**config.mk**
```make
export PLATFORM = sky130hd
export DESIGN_NAME = mem_access_ctrl
export DESIGN_NICKNAME = d
export VERILOG_FILES = /design/src/rtl/mem_access_ctrl.sv
export SDC_FILE = /design/constraint.sdc
export NUM_CORES = 1
export LEC_CHECK = 0
export CORE_MARGIN = 2
export CORE_UTILIZATION = 37
export DETAILED_ROUTE_END_ITERATION = 10
export DONT_BUFFER_PORTS = 1
export GPL_ROUTABILITY_DRIVEN = 0
export SYNTH_ARGS = -nofsm -noshare
export SYNTH_HDL_FRONTEND = slang
export SYNTH_SLANG_ARGS = --single-unit
```
**constraint.sdc**
```tcl
create_clock -name clk -period 5.15 [get_ports clk]
set_input_delay 1.03 -clock clk [delete_from_list [all_inputs] [get_ports clk]]
set_output_delay 1.03 -clock clk [all_outputs]
set_load 0.01 [all_outputs]
```
**src/rtl/mem_access_ctrl.sv**
```systemverilog
// Memory access sequencer: drives IorD/mem_wr, waits out read latency, extracts byte/half loads,
// and merges byte/half stores into the read word before writing back.
module mem_access_ctrl #(
  parameter int RD_LAT = 2
) (
  input  logic        clk,
  input  logic        reset,
  input  logic        req_valid,
  output logic        req_ready,
  input  logic [2:0]  req_kind,
  input  logic [2:0]  req_src,
  input  logic [31:0] store_data,
  input  logic [1:0]  addr_lo,
  input  logic [31:0] mem_data_in,
  output logic [2:0]  IorD,
  output logic        mem_wr,
  output logic [31:0] mem_wdata,
  output logic [31:0] rd_data,
  output logic        done,
  output logic        err
);

  localparam int CW = (RD_LAT > 1) ? $clog2(RD_LAT) : 1;

  localparam logic [2:0] K_FETCH = 3'b000;
  localparam logic [2:0] K_LW    = 3'b001;
  localparam logic [2:0] K_LHU   = 3'b010;
  localparam logic [2:0] K_LBU   = 3'b011;
  localparam logic [2:0] K_SW    = 3'b100;
  localparam logic [2:0] K_SH    = 3'b101;
  localparam logic [2:0] K_SB    = 3'b110;
  localparam logic [2:0] K_VEC   = 3'b111;

  typedef enum logic [2:0] {IDLE, ADDR, WAIT, WRITE, RESP} state_t;

  state_t      state_q, state_d;
  logic [CW-1:0] cnt_q, cnt_d;
  logic [2:0]  kind_q, kind_d;
  logic [31:0] sdata_q, sdata_d;
  logic [1:0]  lane_q, lane_d;
  logic [2:0]  iord_q, iord_d;
  logic        mem_wr_d;
  logic [31:0] wdata_q, wdata_d;
  logic [31:0] rd_q, rd_d;
  logic        done_d, err_d;
  logic        done_q, err_q, mem_wr_q;

  logic [2:0]  src_sel;
  logic        src_bad;
  logic        misaligned;
  logic [31:0] merged;
  logic [31:0] extracted;

  // Fetch and vector reads have fixed address sources regardless of req_src.
  always_comb begin
    src_sel = req_src;
    if (req_kind == K_FETCH) src_sel = 3'b000;
    else if (req_kind == K_VEC) src_sel = 3'b001;
    src_bad = (req_kind != K_FETCH) && (req_kind != K_VEC) && (req_src > 3'd4);
  end

  always_comb begin
    misaligned = 1'b0;
    case (kind_q)
      K_LHU, K_SH: misaligned = addr_lo[0];
      K_LBU, K_SB: misaligned = 1'b0;
      default:     misaligned = (addr_lo != 2'b00);
    endcase
  end

  always_comb begin
    merged = mem_data_in;
    if (kind_q == K_SB) begin
      case (lane_q)
        2'd0:    merged[7:0]   = sdata_q[7:0];
        2'd1:    merged[15:8]  = sdata_q[7:0];
        2'd2:    merged[23:16] = sdata_q[7:0];
        default: merged[31:24] = sdata_q[7:0];
      endcase
    end else if (lane_q[1]) begin
      merged[31:16] = sdata_q[15:0];
    end else begin
      merged[15:0] = sdata_q[15:0];
    end
  end

  always_comb begin
    extracted = mem_data_in;
    if (kind_q == K_LBU) begin
      case (lane_q)
        2'd0:    extracted = {24'h0, mem_data_in[7:0]};
        2'd1:    extracted = {24'h0, mem_data_in[15:8]};
        2'd2:    extracted = {24'h0, mem_data_in[23:16]};
        default: extracted = {24'h0, mem_data_in[31:24]};
      endcase
    end else if (kind_q == K_LHU) begin
      extracted = lane_q[1] ? {16'h0, mem_data_in[31:16]} : {16'h0, mem_data_in[15:0]};
    end
  end

  // Outputs are computed one state ahead so that they are registered alongside the state.
  always_comb begin
    state_d  = state_q;
    cnt_d    = cnt_q;
    kind_d   = kind_q;
    sdata_d  = sdata_q;
    lane_d   = lane_q;
    iord_d   = iord_q;
    mem_wr_d = 1'b0;
    wdata_d  = wdata_q;
    rd_d     = rd_q;
    done_d   = 1'b0;
    err_d    = 1'b0;
    case (state_q)
      IDLE: begin
        iord_d = 3'b000;
        if (req_valid) begin
          kind_d  = req_kind;
          sdata_d = store_data;
          if (src_bad) begin
            state_d = RESP;
            done_d  = 1'b1;
            err_d   = 1'b1;
          end else begin
            state_d = ADDR;
            iord_d  = src_sel;
          end
        end
      end
      ADDR: begin
        lane_d = addr_lo;
        if (misaligned) begin
          state_d = RESP;
          done_d  = 1'b1;
          err_d   = 1'b1;
          iord_d  = 3'b000;
        end else if (kind_q == K_SW) begin
          state_d  = WRITE;
          mem_wr_d = 1'b1;
          wdata_d  = sdata_q;
        end else begin
          state_d = WAIT;
          cnt_d   = CW'(RD_LAT - 1);
        end
      end
      WAIT: begin
        if (cnt_q == '0) begin
          if (kind_q == K_SH || kind_q == K_SB) begin
            state_d  = WRITE;
            mem_wr_d = 1'b1;
            wdata_d  = merged;
          end else begin
            state_d = RESP;
            done_d  = 1'b1;
            rd_d    = extracted;
            iord_d  = 3'b000;
          end
        end else begin
          cnt_d = cnt_q - CW'(1);
        end
      end
      WRITE: begin
        state_d = RESP;
        done_d  = 1'b1;
        iord_d  = 3'b000;
      end
      default: begin
        state_d = IDLE;
        iord_d  = 3'b000;
      end
    endcase
  end

  always_ff @(posedge clk) begin
    if (reset) begin
      state_q  <= IDLE;
      cnt_q    <= '0;
      kind_q   <= 3'b000;
      sdata_q  <= 32'h0;
      lane_q   <= 2'b00;
      iord_q   <= 3'b000;
      mem_wr_q <= 1'b0;
      wdata_q  <= 32'h0;
      rd_q     <= 32'h0;
      done_q   <= 1'b0;
      err_q    <= 1'b0;
    end else begin
      state_q  <= state_d;
      cnt_q    <= cnt_d;
      kind_q   <= kind_d;
      sdata_q  <= sdata_d;
      lane_q   <= lane_d;
      iord_q   <= iord_d;
      mem_wr_q <= mem_wr_d;
      wdata_q  <= wdata_d;
      rd_q     <= rd_d;
      done_q   <= done_d;
      err_q    <= err_d;
    end
  end

  assign req_ready = (state_q == IDLE);
  assign IorD      = iord_q;
  assign mem_wr    = mem_wr_q;
  assign mem_wdata = wdata_q;
  assign rd_data   = rd_q;
  assign done      = done_q;
  assign err       = err_q;

endmodule
```
Word level (Yosys, flattened, before mapping) --
Cells that the tools add are included.
Storage, ports and cells: input bits 75, word-level logic and storage cells 101, register bits 111, output and inout bits 71
Operators by class: bitwise gates (word level) 2, $lt $le $gt $ge 1, reduce and logical (&&, ||, !) cells 18, add/subtract/negate cells 1, equality and inequality tests 20, mux-type cells 48
Operators by type and width (number):
- two-way mux 32 bit | 7
- one-hot mux 32 bit (2 select lines) | 1
- two-way mux 16 bit | 3
- two-way mux 3 bit | 12
- two-way mux 8 bit | 4
- one-hot mux 8 bit (3 select lines) | 1
- inequality test 2 bit, second input constant | 8
- two-way mux 1 bit | 13
- equality test 3 x 2 -> 1 bit, second input constant | 4
- equality test 3 bit, second input constant | 4
- one-hot mux 3 bit (4 select lines) | 1
- one-hot mux 3 bit (3 select lines) | 1
- AND reduction 3 bit | 3
- one-hot mux 1 bit (2 select lines) | 4
- zero test 3 bit | 2
- AND reduction 5 bit | 1
- one-hot mux 1 bit (4 select lines) | 1
- AND reduction 2 bit | 2
- nonzero test 2 bit | 2
- OR reduction 2 bit | 2
- equality test 3 x 1 -> 1 bit, second input constant | 1
- > comparator 3 bit, second input constant | 1
- inequality test 3 bit, second input constant | 1
- nonzero test 3 bit | 1
- 8 further kinds | 10

Depth between registers and ports, before layout --
Gate-level depths: netlist of the first run.
depth after elaboration 7, depth in mapped cells 8, gate-level depth less buffers 5

Worst setup path before layout of the first run --
Ideal clock, no wire load.
path type input to register, start point in addr_lo[0], end point reg wdata_q[19] (netlist: mem_wdata[19]), arrival time 1.973 ns, buffers on the path 2, required time 5.020 ns, setup time 0.130 ns, stages on the path 7, slack 3.047 ns, cells stage by stage nor2_1 > a21oi_2 > or3_1 > buf_6 > buf_6 > nand3b_1 > o31ai_1
On the way: word-level cells in the longest chain between the ends 4
Ends and longest elaborated chain:
- start: declaration | RTL line 13 | input logic [1:0] addr_lo,
- nonzero test 2 bit | RTL line 67 | default: misaligned = (addr_lo != 2'b00);
- one-hot mux 1 bit (2 select lines) * | RTL line 64 | case (kind_q)
- inequality test 2 bit (no line) *
- AND reduction 5 bit (no line) *
- end signal: assignment | RTL line 195 | wdata_q <= wdata_d;
- end: declaration | RTL line 43 | logic [31:0] wdata_q, wdata_d;
Mark *: on every way between the ends. The rest lies on a longest branch, timed or not. A chain may end at the register's enable or synchronous reset.

Worst setup path in the final report of the first run --
start point reg state_q[1], end point reg rd_q[9] (netlist: rd_data[9])
On the way: word-level cells in the longest chain between the ends 2
Ends and longest elaborated chain:
- start: declaration | RTL line 36 | state_t state_q, state_d;
- start signal: assignment | RTL line 188 | state_q <= state_d;
- equality test 3 x 2 -> 1 bit | RTL line 114 | case (state_q)
- AND reduction 3 bit (no line)
- end signal: assignment | RTL line 196 | rd_q <= rd_d;
- end: declaration | RTL line 44 | logic [31:0] rd_q, rd_d;
Every way passes these cells.

==> results of run 1 <==
-- metrics by stage --
stage	hold slack [ps]	util	setup slack, ps	total power [W]	area [um2]
6_report	465	0.399	2480	0.00192	5750
5_1_grt	481	0.399	2260	0.00200	5750
4_1_cts	458	0.399	2510	0.00193	5750
3_5_place_dp	447	0.376	2550	0.00118	5430
3_3_place_gp	444	0.376	2630	0.00117	5430
2_1_floorplan	436	-	3050	0.00115	5420
-- area by class of cell --
cell class,instances,share of cell area
sequential,111,0.386
clock buffer,9,0.0392
clock inverter,7,0.0170
tap,184,0.0400
multi-input combinational,494,0.508
inverter,5,0.00326
timing repair buffer,5,0.00653
-- tightest hold or removal path, stage by stage, from the launching register on --
cell and delay, ps:
dfxtp_1 310, nand2_1 50, a21oi_1 50
-- routing by layer --
metal,track usage,vias up,part of all wire
met2,0.345,225,0.47
met5,0,-,0
met1,0.272,2264,0.42
li1,-,2276,-
met3,0.0749,32,0.094
met4,0.0850,0,0.025
-- kinds of logic (layout without fill, tap and decap cells) --
| group | after synthesis | after routing | share of synthesized area |
|---|---|---|---|
| and+or+nand+nor | 279 | 279 | 0.238 |
| AOI/OAI and AO/OA | 182 | 182 | 0.218 |
| DFF | 111 | 111 | 0.410 |
| buffers and inverters | 60 | 26 | 0.0536 |
| muxes | 32 | 32 | 0.0776 |
| xor gates and xnor gates | 1 | 1 | 0.00300 |
-- where the power goes --
group	internal, W	total [W]	switching [W]
clock	0.000427	0.000762	0.000335
sequential	0.000905	0.000970	0.0000655
combinational	0.0000758	0.000190	0.000114
-- sequential cells by signal (all words and copies together) (netlist names) --
name	cells
IorD	3
mem_wdata	32
done	1
rd_data	32
err	1
state_q	3
mem_wr	1
sdata_q	32
lane_q	2
cnt_q	1
kind_q	3
-- cells in the final DEF, fill, tap and decap left out, drive strengths merged, types with 12 or more instances in the layout --
cell    synthesis  final
nand2         133    133
dfxtp         111    111
a21oi          92     92
nor2           49     49
nand3          29     29
nor3           27     27
mux2i          24     24
a211oi         17     17
o211ai         16     16
nand3b         12     12
o21ai          12     12
-- worst paths after layout --
| check | end |
|---|---|
| setup / recovery | rd_data[9]$_SDFFE_PP0P_ |
| hold / removal | sdata_q[27]$_SDFFE_PP0P_ |
| setup reg to reg | rd_data[9]$_SDFFE_PP0P_ |
| hold reg to reg | sdata_q[27]$_SDFFE_PP0P_ |
==> out/qor.csv, run 1 <==
metric,value,unit
grt_max_degree,121,
hold_path_class,reg -> reg,
required,5450,ps
grt_antenna_before_repair,0,
cap_violations,0,
regArea,0.00222,mm2
synth_cell_types,54,
dp_hpwl,12800,um
grt_overflow,0,
maxSlewViolCount,0,
drc,0,
critPathTopFamily,simple AND/OR/NAND/NOR gates,
fin_crit,2670,ps
syn_area,0.00542,mm2
synth_cells,665,
cts.hold.buffers_added,0,
rrSetupSlack,2480,ps
wirelength,17300,um
critPathSlowestCell,a211o_1,
floorplan.die.height,125,um
grt_pass1_wl,26300,um
drt_iter0_markers,409,
coreArea,0.0144,mm2
slowest_delay,840,ps
nNetsFinal,701,
track_usage,0.217,
cts_tree,done,
grt_pass1_vias,4542,
syn_area_per_cell,8.15,um2
min_from,sdata_q[27]$_SDFFE_PP0P_,
cts_resized,0,
finalHoldViolCount,0,
synth-main-ff-cell,dfxtp_1,
final.setup.tns,0,ps
synthTopCellsByCount,"nand2_1 (132), dfxtp_1 (111), a21oi_1 (91)",
die_area,0.0156,mm2
synth.most_common_cell,nand2_1,
synth_seq_cells,111,
end_kind,register,
r2r_start,state_q[1]$_SDFFE_PP0P_,
synth_top_area_share,0.410,
worstRegToRegCells,5,
synth-edff-count,0,
port_buffers,0,
yosys-top-cells-area,"dfxtp_1 (41%), nand2_1 (9.1%), a21oi_1 (8.4%)",
nFillCells,1481,
clock_skew,10.8,ps
cts-htree-levels,3,
fin_cells,815,
cp_cell_sequence,or3b_1 > a211o_1 > nor3_1 > a21oi_1 > nor2_1,
path_class,reg -> reg,
max-vdd-ir-drop,0.172,mV
start_kind,register,
post-cts-setup-buffers,0,
drive_gt1_frac,0.0777,
cellPowerDensity,334,mW/mm2
ioPinCount,146,
synth.yosys.seq_area_share,0.410,
worstMarginPinSlew,1350,ps
dp.cells,799,
min_path_cells,2,
cellLeakagePower,1.88,nW
status,"finished, final reports clean",
worstPathArrival,2970,ps
cp_max_fo,40,
cts_buffer_depth,2,
synthArstFlopShare,0,
dieWidth,125,um
multiInputGateArea,0.00292,mm2
initial_utilization,0.376,
syn2layout_area_growth,6.17,%
crit_cells,5,
rsz0062_at_grt,no,
path_clk_slew,80,ps
startpoint,state_q[1]$_SDFFE_PP0P_,
synth_largest_area_cell,dfxtp_1,
clkSinkCount,111,
clk-insertion-delay-late,370,ps
cp.buffers_inverters,0,
viasPerCell,5.89,
postRouteAntennaNets,0,
dr_total_vias,4797,
cts_buffers,9,
maxSlewHeadroom,0.102,
wl_per_cell,21.2,um
synth-warning-count,0,
root_buffer,clkbuf_16,
antenna_cells,0,
timing.fmax,0.374,GHz
setup_viol,0,
synth_nets,740,
fin_crit_sh,0.519,
drtPass1Iterations,5,
num_rows,44,
(Power assumes the default switching activity.)
==> run 2: changes to the inputs <==
- ABC_AREA: default -> 1
- clock period: 5.15 -> 2.7 ns (I/O delays scaled with it)
==> out/qor.csv, run 2 <==
metric,value,unit
intPower,0.00286,W
path_class,reg -> reg,
fin_crit_sh,0.824,
required,2960,ps
dr_total_vias,5659,
track_usage,0.224,
final_util,0.407,
fin_crit,2220,ps
synthArstFlopShare,0,
port_buffers,0,
floorplan.die.height,128,um
viasPerCell,5.35,
synth-main-ff-cell,dfxtp_1,
synth.most_common_cell,nand2_1,
worstMarginPinSlew,620,ps
clk-insertion-delay-late,370,ps
synth-warning-count,0,
start_kind,register,
root_buffer,clkbuf_16,
cts_buffer_depth,2,
synth_cell_types,30,
max-vdd-ir-drop,0.339,mV
drt_iter0_markers,429,
cap_violations,0,
synthTopCellsByCount,"nand2_1 (243), dfxtp_1 (111), nor2_1 (96)",
wirelength,18300,um
synth_largest_area_cell,dfxtp_1,
initial_utilization,0.377,
yosys-top-cells-area,"dfxtp_1 (39%), nand2_1 (16%), o21ai_0 (8.3%)",
cp_max_fo,17,
syn_area,0.00568,mm2
cts_resized,0,
postRouteAntennaNets,0,
slowest_delay,400,ps
end_kind,register,
synth_top_area_share,0.391,
cts_tree,done,
grt_max_degree,40,
nFillCells,1664,
final.setup.tns,0,ps
coreArea,0.0151,mm2
dp_hpwl,13900,um
syn2layout_area_growth,8.13,%
finalHoldViolCount,0,
final_cell_mix,"nand2_1 (243), dfxtp_1 (111), nor2_1 (96)",
drive_gt1_frac,0.0564,
cts.hold.buffers_added,0,
cts_buffers,9,
drc,0,
timing.fmax,0.450,GHz
grt_antenna_before_repair,1,
clkSinkCount,111,
p_sw,0.00147,W
cp_cell_sequence,inv_2 > nand3_2 > nand2_2 > nand3_2 > o21ai_0 > nand2_1 > nand2_1 > nor2_1,
dieWidth,128,um
p_seq_frac,0.450,
maxSlewHeadroom,0.586,
grt_pass1_wl,28200,um
sw_frac_of_total,0.339,
drtPass1Iterations,6,
synth_seq_cells,111,
cellLeakagePower,2.71,nW
status,"finished, final reports clean",
path_clk_slew,80,ps
rsz0062_at_grt,no,
layout_commonest_cell,nand2_1,
synth_nets,965,
nNetsFinal,939,
maxSlewViolCount,0,
hold_path_class,in -> reg,
clkPwrFrac,0.332,
num_rows,45,
syn_area_per_cell,6.38,um2
die_area,0.0164,mm2
grt_overflow,0,
synth_cells,890,
clock_skew,17.0,ps
synth.yosys.seq_area_share,0.391,
synth-edff-count,0,
grt_pass1_vias,5180,
ioPinCount,146,
wl_per_cell,17.3,um
combPwrFrac,0.218,
cts-htree-levels,3,
critPathSlowestCell,nand2_2,
cellPowerDensity,704,mW/mm2
worstPathArrival,2480,ps
post-cts-setup-buffers,0,
setup_viol,0,
[run 2: cell types whose count changed in the layout (fill, tap and decap cells not counted), moves of 9 or more]
cell	change
a211oi_1	-9
inv_1	+81
mux2i_1	-24
nand2_1	+111
nand3_1	+37
nand3b_1	-10
nor2_1	+47
nor3_1	-25
o21ai_0	+83
o31ai_1	-10
[run 2: logic make-up after synthesis]
group | share of synthesized area
DFF | 0.391
AOI/OAI and AO/OA | 0.195
and+or+nand+nor | 0.312
buffers and inverters | 0.102
[run 2: cell type report]
cell class | instances | area, um2 | area share
flip-flops and latches | 111 | 2220 | 0.362
inverters | 95 | 357 | 0.0580
clock buffers | 10 | 239 | 0.0389
repair buffers | 13 | 123 | 0.0200
diodes | 1 | 2.50 | 0.000407
clock inverters | 6 | 78.8 | 0.0128
multi-input cells | 634 | 2890 | 0.470
well taps | 188 | 235 | 0.0383
[run 2: worst max-delay path: cells and delay by family (launching register included)]
family | cells | cell delay (ps)
buffers and inverters | 1 | 130
AOI/OAI and AO/OA | 1 | 400
DFF | 1 | 340
and+or+nand+nor | 6 | 1220
[run 2: worst paths after layout]
check,startpoint,endpoint,slack [ps],cells past startpoint
worst max register to register,kind_q[0]$_SDFFE_PP0P_,mem_wdata[0]$_SDFFE_PP0P_,480,8
worst min register to register,sdata_q[19]$_SDFFE_PP0P_,sdata_q[19]$_SDFFE_PP0P_,460,2
worst min-delay path,reset,rd_data[20]$_SDFFE_PP0P_,230,1
worst max-delay path,kind_q[0]$_SDFFE_PP0P_,mem_wdata[0]$_SDFFE_PP0P_,480,8
[run 2: through the flow]
| stage | hold WS, ps | total power, W | setup slack, ps | std cells | instance area, um2 |
|---|---|---|---|---|---|
| detailed placement | 449 | 0.00292 | 599 | 1041 | 5820 |
| finish | 232 | 0.00433 | 476 | 1058 | 6140 |
| CTS | 218 | 0.00436 | 575 | 1057 | 6140 |
| global route | 216 | 0.00457 | 329 | 1057 | 6140 |
| floorplan | 430 | 0.00268 | 1080 | 890 | 5680 |
| global placement | 442 | 0.00292 | 637 | 1041 | 5820 |
[run 2: routing by layer]
metal	up-vias	wire length (um)	track usage
met5	-	0	0
li1	2829	-	-
met1	2547	8020	0.294
met4	0	739	0.122
met2	238	8030	0.340
met3	45	1530	0.0563
[run 2: power by group through the flow]
stage	registers (W)	logic (W)	clock network [W]
after floorplan	0.00194	0.000741	0
after global routing	0.00197	0.00108	0.00153
after detailed placement	0.00199	0.000935	0
final	0.00195	0.000942	0.00144
after CTS	0.00195	0.000938	0.00148
after global placement	0.00199	0.000931	0
